### config.mk
export PLATFORM = sky130hd
export DESIGN_NAME = dp_mem_arb
export DESIGN_NICKNAME = d
export VERILOG_FILES = /design/src/rtl/dp_mem_arb.sv
export SDC_FILE = /design/constraint.sdc
export NUM_CORES = 1
export LEC_CHECK = 0
export ABC_AREA = 1
export BUFFER_PORTS_ARGS = -buffer_cell sky130_fd_sc_hd__buf_4
export CORE_ASPECT_RATIO = 1.75
export CORE_UTILIZATION = 50
export DETAILED_ROUTE_END_ITERATION = 12
export GPL_TIMING_DRIVEN = 0
export HOLD_SLACK_MARGIN = 0.06
export PLACE_DENSITY_LB_ADDON = 0.1
export SLEW_MARGIN = 20
export SYNTH_ARGS = -nofsm -noshare
export SYNTH_HDL_FRONTEND = slang
export SYNTH_SLANG_ARGS = --single-unit
### constraint.sdc
create_clock -name clk -period 5.4 [get_ports clk]
set_input_delay 1.08 -clock clk [delete_from_list [all_inputs] [get_ports clk]]
set_output_delay 1.08 -clock clk [all_outputs]
set_load 0.1 [all_outputs]
### src/rtl/dp_mem_arb.sv
// Round-robin sequencer sharing one dual-port memory between NUM_REQ requesters.
// Optional statistics counters are built only when DPMEM_ARB_STATS_EN is defined.
module dp_mem_arb #(
  parameter int NUM_REQ = 4,
  parameter int ADDR_W  = 4,
  parameter int DATA_W  = 8,
  parameter int ID_W    = 2
) (
  input  logic                      clk,
  input  logic                      rst,
  input  logic [NUM_REQ-1:0]        req_valid,
  input  logic [NUM_REQ-1:0]        req_wr,
  input  logic [NUM_REQ*ADDR_W-1:0] req_addr,
  input  logic [NUM_REQ*DATA_W-1:0] req_wdata,
  output logic [NUM_REQ-1:0]        req_ready,
  output logic                      mem_enb,
  output logic                      mem_wr,
  output logic                      mem_rd,
  output logic [ADDR_W-1:0]         mem_w_addr,
  output logic [ADDR_W-1:0]         mem_r_addr,
  output logic [DATA_W-1:0]         mem_w_data,
  input  logic [DATA_W-1:0]         mem_r_data,
  output logic                      rsp_valid,
  output logic [ID_W-1:0]           rsp_id,
  output logic [DATA_W-1:0]         rsp_data,
  output logic [15:0]               stat_wr_cnt,
  output logic [15:0]               stat_rd_cnt,
  output logic [15:0]               stat_stall_cnt
);

  logic [ADDR_W-1:0] addr_arr  [NUM_REQ];
  logic [DATA_W-1:0] wdata_arr [NUM_REQ];

  genvar gi;
  generate
    for (gi = 0; gi < NUM_REQ; gi++) begin : g_unpack
      assign addr_arr[gi]  = req_addr[gi*ADDR_W +: ADDR_W];
      assign wdata_arr[gi] = req_wdata[gi*DATA_W +: DATA_W];
    end
  endgenerate

  logic [NUM_REQ-1:0] wr_cand;
  logic [NUM_REQ-1:0] rd_cand;
  assign wr_cand = req_valid & req_wr;
  assign rd_cand = req_valid & ~req_wr;

  logic [ID_W-1:0] wr_ptr_q, wr_ptr_d;
  logic [ID_W-1:0] rd_ptr_q, rd_ptr_d;
  logic            wr_hit, rd_hit, rd_go, collide;
  logic [ID_W-1:0] wr_idx, rd_idx;

  // Returns {found, index}; scanning far-to-near lets the nearest candidate win.
  function automatic logic [ID_W:0] rr_pick(input logic [NUM_REQ-1:0] cand,
                                            input logic [ID_W-1:0]    ptr);
    logic [ID_W:0] res;
    int            idx;
    res = '0;
    for (int k = NUM_REQ - 1; k >= 0; k--) begin
      idx = int'(ptr) + k;
      if (idx >= NUM_REQ) idx = idx - NUM_REQ;
      if (cand[idx]) res = {1'b1, idx[ID_W-1:0]};
    end
    return res;
  endfunction

  function automatic logic [ID_W-1:0] ptr_after(input logic [ID_W-1:0] i);
    return (int'(i) == NUM_REQ - 1) ? '0 : i + 1'b1;
  endfunction

  always_comb begin
    {wr_hit, wr_idx} = rr_pick(wr_cand, wr_ptr_q);
    {rd_hit, rd_idx} = rr_pick(rd_cand, rd_ptr_q);
    collide = wr_hit && rd_hit && (addr_arr[wr_idx] == addr_arr[rd_idx]);
    rd_go   = rd_hit && !collide;
  end

  always_comb begin
    req_ready = '0;
    if (rst) begin
      if (wr_hit) req_ready[wr_idx] = 1'b1;
      if (rd_go)  req_ready[rd_idx] = 1'b1;
    end
  end

  always_comb begin
    wr_ptr_d = wr_ptr_q;
    rd_ptr_d = rd_ptr_q;
    if (wr_hit) wr_ptr_d = ptr_after(wr_idx);
    if (rd_go)  rd_ptr_d = ptr_after(rd_idx);
  end

  logic              mem_wr_q, mem_rd_q, mem_enb_q;
  logic [ADDR_W-1:0] mem_w_addr_q, mem_r_addr_q;
  logic [DATA_W-1:0] mem_w_data_q;
  logic [ID_W-1:0]   rd_id_q;
  logic              rsp_valid_q;
  logic [ID_W-1:0]   rsp_id_q;

  always_ff @(posedge clk or negedge rst) begin
    if (!rst) begin
      wr_ptr_q     <= '0;
      rd_ptr_q     <= '0;
      mem_wr_q     <= 1'b0;
      mem_rd_q     <= 1'b0;
      mem_enb_q    <= 1'b0;
      mem_w_addr_q <= '0;
      mem_r_addr_q <= '0;
      mem_w_data_q <= '0;
      rd_id_q      <= '0;
      rsp_valid_q  <= 1'b0;
      rsp_id_q     <= '0;
    end else begin
      wr_ptr_q  <= wr_ptr_d;
      rd_ptr_q  <= rd_ptr_d;
      mem_wr_q  <= wr_hit;
      mem_rd_q  <= rd_go;
      mem_enb_q <= wr_hit || rd_go;
      if (wr_hit) begin
        mem_w_addr_q <= addr_arr[wr_idx];
        mem_w_data_q <= wdata_arr[wr_idx];
      end
      if (rd_go) begin
        mem_r_addr_q <= addr_arr[rd_idx];
        rd_id_q      <= rd_idx;
      end
      // Memory data arrives the cycle after mem_rd, so the response tag follows one stage later.
      rsp_valid_q <= mem_rd_q;
      if (mem_rd_q) rsp_id_q <= rd_id_q;
    end
  end

  assign mem_wr     = mem_wr_q;
  assign mem_rd     = mem_rd_q;
  assign mem_enb    = mem_enb_q;
  assign mem_w_addr = mem_w_addr_q;
  assign mem_r_addr = mem_r_addr_q;
  assign mem_w_data = mem_w_data_q;
  assign rsp_valid  = rsp_valid_q;
  assign rsp_id     = rsp_id_q;
  assign rsp_data   = mem_r_data;

`ifdef DPMEM_ARB_STATS_EN
  logic [15:0] stat_wr_q, stat_rd_q, stat_stall_q;

  always_ff @(posedge clk or negedge rst) begin
    if (!rst) begin
      stat_wr_q    <= '0;
      stat_rd_q    <= '0;
      stat_stall_q <= '0;
    end else begin
      if (wr_hit && stat_wr_q != 16'hFFFF)     stat_wr_q    <= stat_wr_q + 1'b1;
      if (rd_go && stat_rd_q != 16'hFFFF)      stat_rd_q    <= stat_rd_q + 1'b1;
      if (collide && stat_stall_q != 16'hFFFF) stat_stall_q <= stat_stall_q + 1'b1;
    end
  end

  assign stat_wr_cnt    = stat_wr_q;
  assign stat_rd_cnt    = stat_rd_q;
  assign stat_stall_cnt = stat_stall_q;
`else
  assign stat_wr_cnt    = '0;
  assign stat_rd_cnt    = '0;
  assign stat_stall_cnt = '0;
`endif

endmodule

==> impl_summary.txt, run 1 <==
----------------------------------------------------
[Logic synthesis]
  Main area contributors after synthesis ... dfrtp_1 (24%), buf_4 (15%), nand2_1 (15%)
  Post-synthesis instance area ... about 0.0029 mm2
  Leading cell types by count after synthesis ... nand2_1 (118), buf_4 (59), nand3_1 (59), nor2_1 (46), dfrtp_1 (28)
  Instance count of the mapped netlist ... 440
  Area fraction of the dominant cell type after synthesis ... 0.242
  Library cell with the largest summed area after synthesis ... dfrtp_1
  Most common flop cell mapped by yosys ... dfrtp_1
  Async SR Flop Fraction ... 1.00
  Flops & latches, synth ... 28
  Number of enable flip-flop cells after synthesis ... 0
  Part of the Yosys area used for sequential elements ... 0.242
  Library cell with the highest instance count after synthesis ... nand2_1
  Warnings from Yosys ... 0
  Avg Inst Size Synth ... 6.57 um2
  Post-synth cell types ... 32

[Die]
  Effective utilization at floorplan ... 0.518
  Die Width ... roughly 60 um
  I/O pin count ... ~150
  Core area ... roughly 0.0056 mm2
  Die area ... ~0.006 mm2
  Site row count ... 36
  Die span in y ... roughly 100 um

[STA]
  Number of hold-slack violations in the final timing report ... 0
  Part of the cycle the worst path needs ... 0.861
  Clock skew after layout ... 0.00190 ns
  Worst-case headroom to the max-slew limit ... 0.546
  Post-route setup TNS ... 0 ns
  Least-Margin Pin Slew ... 0.678 ns
  Achievable clock frequency ... roughly 0.21 GHz
  Pins over their slew limit ... 0
  Setup-violating endpoint count in the final report ... 0
  Post-layout minimum cycle time ... 4.65 ns
  Worst-case hold slack ... between 0.4 and 0.5 ns
  RSZ-0062 raised after global routing ... false

[Clocking]
  Clk sink count ... 28
  Clock tree from TritonCTS ... done
  Post CTS Setup Buffer Count ... 0
  Clock buffer count from CTS ... 3
  Clock tree root buffer cell ... clkbuf_8
  Hold Buf Count CTS ... 0
  Number of levels the H-tree was split into ... 1
  Largest buffer count on any clock path ... 2
  Latest clock arrival within the worst-skew pair ... ~0.28 ns
  CTS resizes ... 0
  Clock transition at path regs ... 0.10 ns

[Detailed routing]
  Pre-Repair DR Iteration Count ... 5
  Remaining design rule violation count ... 0
  Met3 WL ... around 480 um
  Via count normalized by instance count ... between 4 and 5
  Vias ... between 3000 and 4000
  Average routed wire per standard cell ... 11.8 um
  Final wirelength ... 7790 um
  Met2 routed wirelength ... roughly 4300 um
  Iter 0 DRT Violations ... between 100 and 150
  Met1 wire length ... ~2800 um
  Post-route ant nets ... 0
  Highest routed layer ... met4

[Global route]
  All-Layer GR Usage ... 0.261
  Initial antenna violation count ... 0
  Number of global-route vias before repair ... 2903
  Wire length of the first global-routing pass ... around 12000 um
  Maximum number of pins on one net before global-route repair ... 30
  Leftover overflow at the end of global routing ... 0

[Cells and area]
  Filler cells ... 541
  Area of the multi-input gates ... between 0.0015 and 0.002 mm2
  Fin nets ... roughly 660
  Post-layout instance count excluding filler cells ... roughly 660
  Fraction of layout cells with a size suffix above 1 ... 0.335
  Ant diodes ... 0
  Post-synthesis to final-layout area growth ... 35.5%
  Area used by sequential logic in the layout ... between 700 and 800 um2

[Place]
  Final weighted congestion in routability-driven placement ... between 0.8 and 0.9
  Port Buffers ... 91
  Count of placed standard cells including taps ... around 650
  Total half-perimeter wirelength after legalization and detailed placement ... ~6400 um

[Run status]
  Result of the run ... complete, no violations

[Critical path]
  Data required time of the worst path ... 4.32 ns
  CP Launch Type ... input pin
  Arrival time of the worst setup path ... between 3 and 4 ns
  Setup Crit Path Kind ... input pin to output pin
  Critical Path Sink Type ... output pin
  Worst Path Max Fanout ... 10

[Hold path]
  Hold Crit Class ... flop to flop

[Run]
  Max-cap violations ... 0

----------------------------------------------------
flip-flops by register name, indices dropped and copies added, names as in the netlist:
name        count
wr_ptr_q        2
mem_w_data      8
rsp_id          2
mem_rd          1
rd_ptr_q        2
mem_enb         1
mem_r_addr      4
mem_w_addr      4
rd_id_q         2
rsp_valid       1
mem_wr          1
per-layer routing:
layer,vias up,track usage
met5,-,0
met4,0,0.101
met3,18,0.0314
met2,145,0.518
met1,1386,0.264
li1,1589,-
cells in the final DEF, fill, tap and decap left out, types with 2 or more instances in the layout:
master / instances
a21oi_1: 6
nand2_1: 118
conb_1: 48
clkbuf_1: 4
a31oi_1: 8
nor2_2: 3
buf_8: 2
o21ai_1: 6
clkbuf_8: 3
inv_2: 6
nand2_4: 3
buf_2: 5
dfrtp_1: 28
buf_4: 150
nand3_2: 4
mux2_2: 2
o21ai_0: 23
inv_1: 27
ha_1: 8
nand3_1: 59
nand3b_1: 3
nor2_1: 46
buf_6: 2
nand2_2: 8
area by class of cell:
cell class | count | area share
Buffer | 72 | 0.137
Clock buffer | 3 | 0.0105
Clock inverter | 1 | 0.00767
Inverter | 34 | 0.0339
Multi-Input combinational cell | 353 | 0.434
Sequential cell | 28 | 0.179
Tap cell | 76 | 0.0243
Timing Repair Buffer | 91 | 0.174
cell families after synthesis:
| logic type | after synthesis | synth area share |
|---|---|---|
| and+or+nand+nor | 247 | 0.383 |
| AOI/OAI and AO/OA | 46 | 0.0909 |
| muxes | 2 | 0.00779 |
| buffers and inverters | 106 | 0.231 |
| other | 1 | 0.00130 |
| DFF | 28 | 0.242 |
| adders and majority gates | 8 | 0.0346 |
| xor gates and xnor gates | 2 | 0.00866 |
stage by stage:
step / setup WS (ns) / area (um2) / utilization
finish: 0.749 / 3920 / 0.701
global route: 0.571 / 3920 / 0.701
CTS: 0.772 / 3920 / 0.701
detailed placement: 0.813 / 3850 / 0.689
global placement: 0.834 / 3850 / 0.689
floorplan: 0.323 / 3070 / -
worst max-delay path, stage by stage:
cell	delay [ns]
buf_4	0.11
inv_1	0.06
nand2_1	0.05
o21ai_1	0.24
nand2_1	0.11
inv_1	0.08
a21oi_1	0.06
a31oi_4	0.36
inv_2	0.20
nand3_1	0.14
nand2_1	0.14
nor2_1	0.16
nor2_2	0.08
nand3_4	0.11
nand3_1	0.08
a21oi_1	0.19
buf_4	0.32
path summary, 6_finish.rpt:
check	startpoint	end	slack, ns	depth (start not counted)
max	req_wr[2]	req_ready[3]	0.75	17
min in group asynchronous	rst	mem_w_addr[0]$_DFFE_PN0N_	0.71	1
max in group asynchronous	rst	mem_w_data[2]$_DFFE_PN0N_	4.42	1
max reg2reg	rd_ptr_q[0]$_DFFE_PN0N_	mem_r_addr[1]$_DFFE_PN0N_	2.68	16
min	mem_rd$_DFF_PN0_	rsp_valid$_DFF_PN0_	0.46	0
min reg2reg	mem_rd$_DFF_PN0_	rsp_valid$_DFF_PN0_	0.46	0
Power of run 1 is not shown: default switching activity piles up to over one toggle a cycle in this logic, so the estimate is an artifact.
==> run 2: changes to the inputs <==
--- a/config.mk
+++ b/config.mk
@@ -6,10 +6,10 @@
 export NUM_CORES = 1
 export LEC_CHECK = 0
 export ABC_AREA = 1
-export BUFFER_PORTS_ARGS = -buffer_cell sky130_fd_sc_hd__buf_4
 export CORE_ASPECT_RATIO = 1.75
 export CORE_UTILIZATION = 50
 export DETAILED_ROUTE_END_ITERATION = 12
+export DONT_BUFFER_PORTS = 1
 export GPL_TIMING_DRIVEN = 0
 export HOLD_SLACK_MARGIN = 0.06
 export PLACE_DENSITY_LB_ADDON = 0.1
==> impl_summary.txt, run 2 (same netlist as run 1, synthesis figures left out) <==
----------------------------------------------------
[Critical path]
  Worst Path Max Fanout ... 10
  Setup Crit Path Kind ... input pin to output pin
  CP Launch Type ... input pin
  Data required time of the worst path ... between 4 and 5 ns
  Number of cell instances on the worst register-to-register path ... 17
  Critical Path Sink Type ... output pin
  Arrival time of the worst setup path ... 3.60 ns

[Run status]
  Result of the run ... complete, no violations

[Die]
  Effective utilization at floorplan ... 0.518
  Die Width ... between 50 and 60 um
  Die span in y ... 103 um
  Die area ... roughly 0.0061 mm2
  I/O pin count ... 148
  Core area ... between 0.005 and 0.006 mm2
  Site row count ... 36

[Global route]
  Initial antenna violation count ... 0
  Wire length of the first global-routing pass ... between 10000 and 15000 um
  Global Route met2 Usage ... 0.483
  All-Layer GR Usage ... 0.249
  Maximum number of pins on one net before global-route repair ... 30
  Global-route track usage on met3 ... 0.0389
  Leftover overflow at the end of global routing ... 0
  Number of global-route vias before repair ... about 2500
  Met1 Use GR ... 0.265
  Busiest layer in global routing ... met2

[Place]
  Final weighted congestion in routability-driven placement ... roughly 0.9
  Total half-perimeter wirelength after legalization and detailed placement ... around 6000 um
  Count of placed standard cells including taps ... ~560
  Port Buffers ... 0
  Area of placed instances ... 0.00321 mm2
  Pre-CTS setup slack ... around 0.74 ns

[Detailed routing]
  Remaining design rule violation count ... 0
  Iter 0 DRT Violations ... around 110
  Post-route ant nets ... 0
  Final wirelength ... ~7500 um
  Via count normalized by instance count ... a little under 5
  Average routed wire per standard cell ... approximately 13 um
  Pre-Repair DR Iteration Count ... 4
  Vias ... 2816

[Cells and area]
  Filler cells ... slightly below 600
  Fraction of layout cells with a size suffix above 1 ... 0.220
  Commonest non-fill, non-tap cell in the layout ... nand2_1
  Post-layout instance count excluding filler cells ... between 500 and 600
  Fin nets ... between 500 and 600
  Area of all placed cells without fillers ... 0.00328 mm2
  Post-synthesis to final-layout area growth ... 13.4%
  Largest register FFs ... 8
  Top library cells by usage in the layout, fill and taps aside ... nand2_1 (118), nand3_1 (59), buf_4 (59), conb_1 (48), nor2_1 (46)
  Ant diodes ... 0

[STA]
  Part of the cycle the worst path needs ... 0.868
  RSZ-0062 raised after global routing ... false
  Clock skew after layout ... about 0.0034 ns
  Pins over their slew limit ... 0
  Number of hold-slack violations in the final timing report ... 0
  Worst-case headroom to the max-slew limit ... 0.348
  Post-layout minimum cycle time ... between 4 and 5 ns
  Worst-case hold slack ... roughly 0.48 ns
  Worst Slack Setup Final ... about 0.7 ns
  Achievable clock frequency ... 0.213 GHz
  Setup-violating endpoint count in the final report ... 0
  Least-Margin Pin Slew ... a little under 1 ns

[Run]
  Max-cap violations ... 0

[Clocking]
  Latest clock arrival within the worst-skew pair ... 0.28 ns
  CTS resizes ... 0
  Clk sink count ... 28
  Clock tree root buffer cell ... clkbuf_8
  Post CTS Setup Buffer Count ... 0
  Number of levels the H-tree was split into ... 1
  Largest buffer count on any clock path ... 2
  Clock tree from TritonCTS ... done
  Clock transition at path regs ... 0.10 ns
  Hold Buf Count CTS ... 0
  Clock buffer count from CTS ... 3

[Hold path]
  Hold Crit Class ... input pin to asynchronous set/reset pin

----------------------------------------------------
[run 2: cell count changes in the layout (fill, tap and decap cells not counted)]
cell     before  now
a21oi_4       0    4
buf_4       150   59
a21oi_1       6    2
[run 2: path summary, 6_finish.rpt]
path                                                  end  slack [ns]                    start
worst max-delay path                         req_ready[3]        0.72                req_wr[2]
worst min-delay path            mem_w_data[6]$_DFFE_PN0N_        0.48                      rst
worst max register to register  mem_r_addr[1]$_DFFE_PN0N_        2.68  rd_ptr_q[0]$_DFFE_PN0N_
worst min register to register     rd_id_q[1]$_DFFE_PN0N_        0.49   rd_id_q[1]$_DFFE_PN0N_
max in group asynchronous       mem_w_data[3]$_DFFE_PN0N_        4.84                      rst
min in group clk                   rd_id_q[1]$_DFFE_PN0N_        0.49   rd_id_q[1]$_DFFE_PN0N_
[run 2: routing by layer]
metal,part of all wire,up-vias
li1,-,1403
met1,0.35,1263
met2,0.56,136
met3,0.077,14
met4,0.015,0
met5,0,-
[run 2: layout make-up]
cell class	instances	area [um2]	share of cell area
Sequential cell	28	701	0.214
Buffer	72	536	0.163
Clock inverter	1	30.0	0.00916
Inverter	34	133	0.0404
Tap cell	76	95.1	0.0290
Multi-Input combinational cell	353	1740	0.532
Clock buffer	3	41.3	0.0126
[run 2: per-stage QoR]
stage,TNS [ns],util
finish,0,0.587
global route,0,0.587
CTS,0,0.587
detailed placement,0,0.574
global placement,-0.358,0.566
floorplan,0,-
[run 2: worst max-delay path, cell delays in order]
cell and delay (ns):
inv_1 0.05, nand2_1 0.05, o21ai_1 0.27, nand2_1 0.11
inv_1 0.06, a21oi_1 0.06, a31oi_4 0.36, inv_2 0.21
nand3_1 0.13, nand2_1 0.14, nor2_1 0.15, nor2_2 0.07
nand3_4 0.11, nand3_1 0.13, a21oi_4 0.62
Power of run 2 is left out for the same reason.
